## src/rtl/sync_word_streamer.sv

```systemverilog
// Snapshots a parallel sync word on start and streams it LSB-first as
// 32-bit AXI-Stream beats, tlast on the final beat, partial tstrb on a short tail.
module sync_word_streamer #(
    parameter int USED_CARRIERS             = 800,
    parameter int C_M_AXIS_SYNC_TDATA_WIDTH = 32
) (
    input  logic                                   m_axis_sync_aclk,
    input  logic                                   m_axis_sync_areset,
    input  logic [USED_CARRIERS-1:0]               sync_word,
    input  logic                                   start,
    output logic                                   busy,
    output logic                                   done,
    output logic                                   start_dropped,
    output logic                                   m_axis_sync_tvalid,
    input  logic                                   m_axis_sync_tready,
    output logic [C_M_AXIS_SYNC_TDATA_WIDTH-1:0]   m_axis_sync_tdata,
    output logic [C_M_AXIS_SYNC_TDATA_WIDTH/8-1:0] m_axis_sync_tstrb,
    output logic                                   m_axis_sync_tlast
);
    localparam int DW     = C_M_AXIS_SYNC_TDATA_WIDTH;
    localparam int SW     = DW / 8;
    localparam int NBEATS = (USED_CARRIERS + DW - 1) / DW;
    localparam int IW     = (NBEATS > 1) ? $clog2(NBEATS) : 1;
    localparam int REM    = USED_CARRIERS % DW;
    localparam logic [SW-1:0] LAST_STRB = (REM == 0) ? {SW{1'b1}} : SW'((1 << (REM / 8)) - 1);
    localparam logic [10:0]   LAST_IDX  = 11'(NBEATS - 1);

    typedef enum logic {IDLE, STREAM} state_t;

    state_t                     state_q, state_d;
    logic [10:0]                cnt_q, cnt_d;
    logic [NBEATS-1:0][DW-1:0]  shadow_q, shadow_d;
    logic                       done_q, done_d;
    logic                       drop_q, drop_d;
    logic [NBEATS*DW-1:0]       sw_pad;
    logic                       last_beat;

    // Bits past USED_CARRIERS in the tail beat are forced to zero here.
    always_comb begin
        sw_pad = '0;
        sw_pad[USED_CARRIERS-1:0] = sync_word;
    end

    assign last_beat = (cnt_q == LAST_IDX);

    always_ff @(posedge m_axis_sync_aclk) begin
        if (m_axis_sync_areset) begin
            state_q <= IDLE;
            cnt_q   <= '0;
            done_q  <= 1'b0;
            drop_q  <= 1'b0;
        end else begin
            state_q <= state_d;
            cnt_q   <= cnt_d;
            done_q  <= done_d;
            drop_q  <= drop_d;
        end
    end

    // The shadow is only read while streaming, so it needs no reset.
    always_ff @(posedge m_axis_sync_aclk) begin
        shadow_q <= shadow_d;
    end

    always_comb begin
        state_d  = state_q;
        cnt_d    = cnt_q;
        shadow_d = shadow_q;
        done_d   = 1'b0;
        drop_d   = 1'b0;
        case (state_q)
            IDLE: begin
                if (start) begin
                    state_d  = STREAM;
                    cnt_d    = '0;
                    shadow_d = sw_pad;
                end
            end
            STREAM: begin
                drop_d = start;
                if (m_axis_sync_tready) begin
                    if (last_beat) begin
                        state_d = IDLE;
                        done_d  = 1'b1;
                    end else begin
                        cnt_d = cnt_q + 11'd1;
                    end
                end
            end
            default: state_d = IDLE;
        endcase
    end

    always_comb begin
        m_axis_sync_tvalid = 1'b0;
        m_axis_sync_tdata  = '0;
        m_axis_sync_tstrb  = '0;
        m_axis_sync_tlast  = 1'b0;
        busy               = 1'b0;
        if (state_q == STREAM) begin
            m_axis_sync_tvalid = 1'b1;
            busy               = 1'b1;
            m_axis_sync_tdata  = shadow_q[cnt_q[IW-1:0]];
            m_axis_sync_tstrb  = last_beat ? LAST_STRB : {SW{1'b1}};
            m_axis_sync_tlast  = last_beat;
        end
        done          = done_q;
        start_dropped = drop_q;
    end
endmodule

```

## config.mk

```make
export PLATFORM = sky130hd
export DESIGN_NAME = sync_word_streamer
export DESIGN_NICKNAME = d
export VERILOG_FILES = /design/src/rtl/sync_word_streamer.sv
export SDC_FILE = /design/constraint.sdc
export NUM_CORES = 1
export LEC_CHECK = 0
export BUFFER_PORTS_ARGS = -buffer_cell sky130_fd_sc_hd__clkbuf_2
export CORE_AREA = 5 5 330 332
export CTS_CLUSTER_DIAMETER = 120
export DETAILED_ROUTE_END_ITERATION = 8
export DIE_AREA = 0 0 335 337
export PLACE_DENSITY = 0.6
export SETUP_SLACK_MARGIN = 0.15
export SYNTH_ARGS = -nofsm -noshare
export SYNTH_HDL_FRONTEND = slang
export SYNTH_SLANG_ARGS = --single-unit
```

## constraint.sdc

```tcl
create_clock -name m_axis_sync_aclk -period 18.35 [get_ports m_axis_sync_aclk]
set_clock_uncertainty 0.2 [all_clocks]
set_input_delay 0.9175 -clock m_axis_sync_aclk [delete_from_list [all_inputs] [get_ports m_axis_sync_aclk]]
set_output_delay 0.9175 -clock m_axis_sync_aclk [all_outputs]
set_load 0.005 [all_outputs]
```

==> Word level (Yosys, flattened, before mapping) <==
Index checks and enable logic that the tools add are counted.
{ "op_classes": {"eq_ne": 4, "mux": 15, "multipliers": 0, "n_div": 0, "n_addsub": 1, "shift": 0, "magnitude_cmp": 1, "n_reduce_logical": 4, "bitwise": 2} }
{ "op_table": {"columns": ["cell", "n"], "rows": [
  ["32-bit binary-select mux with 5-bit select", 1],
  ["32-bit 2-to-1 mux", 2],
  ["11-bit 2-to-1 mux", 3],
  ["11-bit one-hot mux with 2 select lines", 1],
  ["11-bit by 1-bit adder with 11-bit output, second input constant", 1],
  ["11-bit by 5-bit equality test with 1-bit output, second input constant", 1],
  ["5-bit by 6-bit < comparator with 1-bit output, second input constant", 1],
  ["1-bit 2-to-1 mux", 6],
  ["2-bit inequality test, second input constant", 3],
  ["4-bit 2-to-1 mux", 1],
  ["3-bit AND reduction", 1],
  ["3-bit OR reduction", 1],
  ["1-bit inverter", 2],
  ["1-bit one-hot mux with 2 select lines", 1],
  ["2-bit AND reduction", 1],
  ["2-bit OR reduction", 1]
]} }
{ "word_totals": {"word_cells": 56, "output_inout_bits": 41, "rom_bits": 0, "mem_bits_rw": 0, "memories": 0, "latch_bits": 0, "regBits": 814, "in_bits": 804} }

==> Logic depth before layout (Yosys ltp) <==
Gate-level depths: netlist of the first run.
{ "logic_depth": {"word_depth": 4, "mapped_depth": 9, "depth_no_buf": 6} }

==> Least setup slack after synthesis of the first run <==
No wires, ideal clock.
{ "synth_timing": {"path_kind": "in2reg", "start": "input port start", "end": "register shadow_q[0] (netlist name), enable pin", "slack_ps": 588, "required_time_ps": 17009, "n_path_buf": 0, "setup_time_ps": 1141, "stages": 2, "arrival_time_ps": 16421, "cell_sequence": "nand2b_1 > inv_1"} }
{ "synth_via": {"elab_chain_cells": 1} }
{ "synth_lines": {"columns": ["element", "line", "source"], "rows": [
  ["from (decl)", "10", "input logic start,"],
  ["2-bit AND reduction (no source line)", null, null],
  ["to (signal assigned)", "62", "shadow_q <= shadow_d;"],
  ["to (decl)", "32", "logic [NBEATS-1:0][DW-1:0] shadow_q, shadow_d;"]
]} }
Every way passes these cells.
A chain may end at the register's enable or synchronous reset.

==> Worst setup path after layout of the first run <==
{ "layout_timing": {"start": "register cnt_q[0]", "end": "output port m_axis_sync_tdata[19]"} }
{ "layout_via": {"elab_chain_cells": 3} }
{ "layout_lines": {"columns": ["element", "line", "source"], "rows": [
  ["from (decl)", "31", "logic [10:0] cnt_q, cnt_d;"],
  ["from (signal assigned)", "54", "cnt_q <= cnt_d;"],
  ["32-bit binary-select mux with 5-bit select", "103", "m_axis_sync_tdata = shadow_q[cnt_q[IW-1:0]];"],
  ["32-bit 2-to-1 mux (implied by the code)", "103", null],
  ["32-bit 2-to-1 mux", "100", "if (state_q == STREAM) begin"],
  ["to (decl)", "16", "output logic [C_M_AXIS_SYNC_TDATA_WIDTH-1:0] m_axis_sync_tdata,"]
]} }
Every way passes these cells. The select of a mux whose other input is x is not followed.

==> results.ini, run 1 <==
[place]
globalplace.congestion=0.9051
dp.cells=3674
dp_hpwl_um=74960
placed_area_um2=36920
portBuffers=844

[worst_setup_path]
critPathLaunchType=flop
path_max_fanout=51
cp-end-kind=primary output
arrival_ns=4.54
r2r_start=state_q$_SDFF_PP0_
cp.required_ns=17.23
path_class=flop to primary output
cp-startpoint=cnt_q[0]$_SDFFE_PP0P_

[synthesis]
synthesis.nets=2304
synth_cell_types=39
ys_seq_area_share_pct=77.80
async_flop_share_pct=0
ys_warn_count=0
syn_avg_cell_area_um2=20.85
syn-cell-area_um2=31240
synthFlopType=edfxtp_1
synth_edf_count=800
syn_inst=1498
synth-seq-cells=814

[global_routing]
grt_start_max_net_pins=199
grt_use_total_pct=17.21
grt_pass1_wl_um=139100
antenna_found_initial=24
grt_pass1_vias=20019
gr-total-overflow=0

[cts]
ctsResizeCount=0
clk_latency_ns=0.65
cts_sinks=814
cts_buffer_depth=3
cts_buffers=89
cts.hold.buffers_added=0
clock-root-buffer=clkbuf_16
cts_tree=built
post_cts_buffers=0
clkTransAtPathRegs_ns=0.06
htree_levels=3

[timing]
fin_crit_sh_pct=30.84
fin_setup_tns_ns=0
drv_slew=0
min_period_ns=5.660
slew_headroom_pct=19.28
setup_viol=0
rsz0062_at_grt=no
max_clock_freq_mhz=176.7
worst_pin_slew_ns=1.211
hold_slack_ns=0.2249
final_hold_viol_count=0

[pwr]
p_per_area_nw_per_um2=108.6
ir_drop_v=0.00008443
p_leak_uw=0.01447

[floorplan]
die_h_um=337
ios=845
start_util_pct=29.47
die_w_um=335
rows=120
core_area_um2=106000
die-area_um2=112900

[layout]
fillers=9893
fin_area_um2=39960
drive_gt1_share_pct=48.19
final_common_cell=clkbuf_2
nets=3168
area_delta_synth_final_pct=27.91
final_cell_count_no_fill=3854
final_cell_mix=844 x clkbuf_2, 800 x edfxtp_1, 129 x mux2i_1, 128 x mux4_2, 90 x clkbuf_16

[drt]
routed_via_density=4.841
dr.first_iter.drc_count=1457
wl_per_cell_um=26.59
vias=18656
wl_um=102500
antenna_left=0
dr.pass1.iters=5
drc_errors=0

[min_path]
worstHoldStart=sync_word[84]
hold_class=primary input to flop

[job]
drv_cap=0

[status]
status=finished, final reports clean

[power by group]
| group | leakage [µW] | switching, µW | internal [µW] |
|---|---|---|---|
| registers | 0.00777 | 41.1 | 2180 |
| logic | 0.00524 | 156 | 136 |
| clock network | 0.00145 | 746 | 1080 |
| total | 0.0145 | 943 | 3400 |
[registers in the layout (all words and copies together), names as in the netlist]
register       cells
cnt_q             11
done               1
shadow_q         800
start_dropped      1
state_q            1
[worst max-delay path: stages (launching register included)]
cell,delay (ns)
dfxtp_4,0.76
buf_4,0.83
buf_4,0.86
mux4_2,0.60
o22ai_1,0.44
nor3_2,0.09
clkbuf_2,0.13
[through the flow]
stage / power [µW] / setup slack, ns / utilization [%]
5_1_grt: 4491 / 12.38 / 37.69
2_1_floorplan: 2475 / 0.5883 / -
6_report: 4339 / 12.69 / 37.69
3_3_place_gp: 2546 / 13.37 / 34.83
4_1_cts: 4387 / 12.58 / 37.66
3_5_place_dp: 2559 / 13.30 / 34.83
[cell type report]
class | count | area, µm² | share of cell area, %
Antenna cell | 15 | 37.54 | 0.09394
Tap cell | 1403 | 1755 | 4.393
Timing Repair Buffer | 868 | 4429 | 11.09
Multi-Input combinational cell | 548 | 6262 | 15.67
Inverter | 41 | 161.4 | 0.4039
Clock inverter | 61 | 690.7 | 1.729
Sequential cell | 814 | 24320 | 60.85
Clock buffer | 104 | 2305 | 5.768
[synthesized netlist by cell type (14+ instances only)]
library cell / count / area, µm²
a22oi_1: 64 / 480.5
a32oi_1: 32 / 280.3
buf_2: 29 / 145.1
buf_4: 25 / 187.7
clkbuf_1: 31 / 116.4
dfxtp_1: 14 / 280.3
edfxtp_1: 800 / 24020
inv_1: 40 / 150.1
mux2i_1: 129 / 1291
mux4_2: 128 / 2883
nor2_1: 14 / 52.55
nor3_2: 30 / 300.3
o21ai_1: 31 / 155.2
o22ai_1: 64 / 400.4
[final timing paths]
kind | end | slack [ns] | depth (start not counted)
min | shadow_q[84]$_DFFE_PP_ | 0.22 | 1
max | m_axis_sync_tdata[19] | 12.69 | 6
min reg2reg | cnt_q[9]$_SDFFE_PP0P_ | 0.39 | 2
max reg2reg | shadow_q[373]$_DFFE_PP_ | 14.09 | 4
[layer usage]
layer | vias up | GRT usage, % | wire [µm] | share of wire [%]
li1 | 8008 | - | - | -
met1 | 9482 | 20.31 | 37710 | 37
met2 | 959 | 30.11 | 52780 | 52
met3 | 199 | 4.955 | 8409 | 8.2
met4 | 8 | 6.117 | 3514 | 3.4
met5 | - | 0 | 46 | 0.045
[cell families (layout without fill, tap and decap cells)]
| logic type | Yosys count | count (layout) | share of synthesized area, % |
|---|---|---|---|
| compound gates | 206 | 206 | 4.530 |
| xor+xnor | 5 | 5 | 0.1402 |
| simple gates | 78 | 78 | 1.818 |
| flops | 814 | 814 | 77.80 |
| mux | 257 | 257 | 13.36 |
| fa+ha+maj | 2 | 2 | 0.08010 |
| buf+inv | 136 | 1074 | 2.267 |
| other cells | 0 | 15 | 0 |
(Power assumes the default switching activity.)
==> run 2, diff against run 1 <==
==> constraint.sdc (replaced) <==
create_clock -name m_axis_sync_aclk -period 4.95 [get_ports m_axis_sync_aclk]
set_clock_uncertainty 0.2 [all_clocks]
set_input_delay 0.2475 -clock m_axis_sync_aclk [delete_from_list [all_inputs] [get_ports m_axis_sync_aclk]]
set_output_delay 0.2475 -clock m_axis_sync_aclk [all_outputs]
set_load 0.005 [all_outputs]
==> run 2 against run 1 <==
Compared with the run above:
- the flow now stops in 4_1_cts
- synthesized area is the same
- synthesized cell count is the same
==> results.ini, run 2 <==
[synthesis]
syn_inst=1498  ; unchanged
ys_seq_area_share_pct=77.80  ; unchanged
synth_common_cells=800 x edfxtp_1, 129 x mux2i_1, 128 x mux4_2
synth_edf_count=800  ; unchanged
synth_top_area_share_pct=76.90  ; unchanged
synth.area.top_cells=edfxtp_1 77%, mux4_2 9.2%, mux2i_1 4.1%
synthFlopType=edfxtp_1
synth-seq-cells=814  ; unchanged
synthesis.nets=2304  ; unchanged
synth_top_area_cell=edfxtp_1
syn_avg_cell_area_um2=20.85  ; unchanged
synth_cell_types=39  ; unchanged
async_flop_share_pct=0  ; unchanged
ys_warn_count=0  ; unchanged
yosysMostFrequentCell=edfxtp_1
syn-cell-area_um2=31240  ; unchanged

[place]
portBuffers=844  ; unchanged
globalplace.congestion=0.9145  ; +1.0%
dp_hpwl_um=76980  ; +2.7%

[floorplan]
start_util_pct=29.47  ; unchanged
rows=120  ; unchanged
die_w_um=335  ; unchanged
ios=845  ; unchanged
die_h_um=337  ; unchanged

[cts]
cts_buffer_depth=3  ; unchanged
cts.hold.buffers_added=771  ; +771
htree_levels=3  ; unchanged
ctsResizeCount=0  ; unchanged
post_cts_buffers=0  ; unchanged
clock-root-buffer=clkbuf_16
cts_buffers=90  ; +1.1%
cts_sinks=814  ; unchanged

[status]
stop_error=[ERROR RSZ-0060] Max buffer count reached.
status=did not finish
lastStage=4_1_cts

run 2: cell counts after synthesis:
No cell type changed its count.
run 2: per-stage QoR:
stage                     util, %  cell area [µm²]  setup TNS [ns]  std cells  setup slack (ns)
after floorplan                 -            31250        -6599.91       1498            -8.232
after global placement      35.03            37130               0       3689             1.402
after detailed placement    35.03            37130               0       3689             1.390
run 2: logic make-up after synthesis:
logic type / count (synthesis) / synth area share [%]
AND/OR/NAND/NOR: 78 / 1.818
adder cells (fa/ha/maj): 2 / 0.08010
AO/OA/AOI/OAI: 206 / 4.530
multiplexers: 257 / 13.36
flip-flops: 814 / 77.80
buffers and inverters: 136 / 2.267
XOR/XNOR: 5 / 0.1402
==> run 3, diff against run 2 <==
==> config.mk (replaced) <==
export PLATFORM = sky130hd
export DESIGN_NAME = sync_word_streamer
export DESIGN_NICKNAME = d
export VERILOG_FILES = /design/src/rtl/sync_word_streamer.sv
export SDC_FILE = /design/constraint.sdc
export NUM_CORES = 1
export LEC_CHECK = 0
export BUFFER_PORTS_ARGS = -buffer_cell sky130_fd_sc_hd__clkbuf_2
export CORE_MARGIN = 5
export CORE_UTILIZATION = 25
export DETAILED_ROUTE_END_ITERATION = 8
export PLACE_DENSITY_LB_ADDON = 0.15
export SYNTH_ARGS = -nofsm -noshare
export SYNTH_HDL_FRONTEND = slang
export SYNTH_SLANG_ARGS = --single-unit
==> constraint.sdc (replaced) <==
create_clock -name m_axis_sync_aclk -period 6.44 [get_ports m_axis_sync_aclk]
set_clock_uncertainty 0.2 [all_clocks]
set_input_delay 0.322 -clock m_axis_sync_aclk [delete_from_list [all_inputs] [get_ports m_axis_sync_aclk]]
set_output_delay 0.322 -clock m_axis_sync_aclk [all_outputs]
set_load 0.005 [all_outputs]
==> run 3 against run 2 <==
Compared with the run above:
- the flow now finishes without violations
==> results.ini, run 3 (synthesis results as in run 1) <==
[pwr]
p_per_area_nw_per_um2=265.9
p_seq_share_pct=49.1
p_leak_uw=0.01789
netSwitchingPower_uw=2925
internal_power_uw=9960
switching_share_pct=22.70
clkPwrFrac_pct=40.9
ir_drop_v=0.0001996
combPwrFrac_pct=10.1

[worst_setup_path]
path_max_fanout=41
r2r_setup_slack_ns=3.24
r2r_start=state_q$_SDFF_PP0_
arrival_ns=3.91
cp_slowest_cell=dfxtp_4
cp-startpoint=cnt_q[1]$_SDFFE_PP0P_
crit_path_cell_trace=nor2b_4 -> buf_4 -> a22oi_1 -> a32oi_1 -> nor3_2 -> clkbuf_2
cp.required_ns=5.92
cp-end-kind=primary output
critPathLaunchType=flop
path_class=flop to primary output
cpPeakStageDelay_ns=0.87

[timing]
final_hold_viol_count=0
worst_slack_ns=2.003
setup_viol=0
fin_setup_tns_ns=0
drv_slew=0
fin_crit_sh_pct=68.90
hold_slack_ns=0.1323
slew_headroom_pct=22.27
max_clock_freq_mhz=225.4
rsz0062_at_grt=no
worst_pin_slew_ns=1.166
min_period_ns=4.437

[min_path]
worstHoldStart=sync_word[214]
hold_class=primary input to flop

[layout]
final_cell_mix=844 x clkbuf_2, 804 x dlygate4sd3_1, 800 x edfxtp_1, 129 x mux2i_1, 128 x mux4_2
final_common_cell=clkbuf_2
reg_top3=shadow_q x800, cnt_q x11
drive_gt1_share_pct=36.49
fillers=11523
area_delta_synth_final_pct=55.15
top_register=shadow_q
nets=3982
largest_reg_flops=800

[global_routing]
grt_use_total_pct=17.10
grt_start_max_net_pins=154
grt_pass1_vias=23926
gr-total-overflow=0
gr-usage-met2_pct=31.20
grt_most_used_layer=met2
use_met3_pct=3.969
use_met1_pct=20.16
antenna_found_initial=34
grt_pass1_wl_um=162700

[cts]
cts.hold.buffers_added=804  ; +4.3%
clk_latency_ns=0.68
cts_tree=built
cts_sinks=814  ; unchanged
ctsResizeCount=0  ; unchanged
clock-root-buffer=clkbuf_16
cts_buffer_depth=3  ; unchanged
cts_buffers=95  ; +5.6%
clkTransAtPathRegs_ns=0.06
htree_levels=3  ; unchanged
post_cts_buffers=0  ; unchanged

[drt]
vias=21423
wl_per_cell_um=23.68
dr.first_iter.drc_count=1458
drc_errors=0
routed_via_density=4.357
dr.pass1.iters=6
wl_um=116400
antenna_left=0

[floorplan]
die-area_um2=132100
die_h_um=363.5  ; +7.9%
ios=845  ; unchanged
core_area_um2=124000
die_w_um=363.5  ; +8.5%
start_util_pct=25.20  ; -4.3 points
rows=129  ; +7.5%

[place]
portBuffers=844  ; unchanged
place_ws_ns=2.519  ; +1.130 ns
globalplace.congestion=0.8148  ; -11%
dp_hpwl_um=81550  ; +5.9%

[job]
drv_cap=0

[status]
status=finished, final reports clean

run 3: path summary, 6_finish.rpt:
| check | endpoint | depth (start not counted) |
|---|---|---|
| worst max-delay path | m_axis_sync_tdata[0] | 6 |
| worst max register to register | shadow_q[225]$_DFFE_PP_ | 4 |
| worst min-delay path | shadow_q[214]$_DFFE_PP_ | 2 |
| worst min register to register | cnt_q[10]$_SDFFE_PP0P_ | 3 |
run 3: worst max-delay path: cells and delay by family (launching register included):
kind / cells / cell delay [ns]
AO/OA/AOI/OAI: 2 / 0.83
buffers and inverters: 2 / 0.62
flip-flops: 1 / 0.87
AND/OR/NAND/NOR: 2 / 0.86
run 3: metrics by stage:
| step | util, % | instances | area (µm²) | total power, µW |
|---|---|---|---|---|
| global placement | 30.11 | 3912 | 37330 | 7292 |
| global route | 39.09 | 4912 | 48450 | 13410 |
| floorplan | - | 1498 | 31250 | 6970 |
| detailed placement | 30.11 | 3912 | 37330 | 7314 |
| CTS | 39.04 | 4890 | 48400 | 13080 |
| finish | 39.10 | 4917 | 48470 | 12890 |
run 3: routing by layer:
metal  routed length, µm  share of wire (%)
met1               44770                 38
met2               61630                 53
met3                7393                6.3
met4                2579                2.2
met5                  68              0.058
run 3: power by group through the flow:
stage	registers, µW	clock network (µW)	logic (µW)
after floorplan	6550	0	422
after detailed placement	6430	0	879
final	6320	5260	1300
after global routing	6350	5670	1390
after global placement	6420	0	868
after CTS	6330	5430	1320
run 3: layout make-up:
class | instances | area (µm²) | area share, %
sequential | 814 | 24320 | 50.17
timing repair buffer | 1676 | 12580 | 25.96
multi-input combinational | 548 | 6270 | 12.94
clock buffer | 122 | 2479 | 5.114
tap | 1637 | 2048 | 4.226
clock inverter | 52 | 545.5 | 1.126
inverter | 41 | 157.7 | 0.3253
antenna | 27 | 67.56 | 0.1394
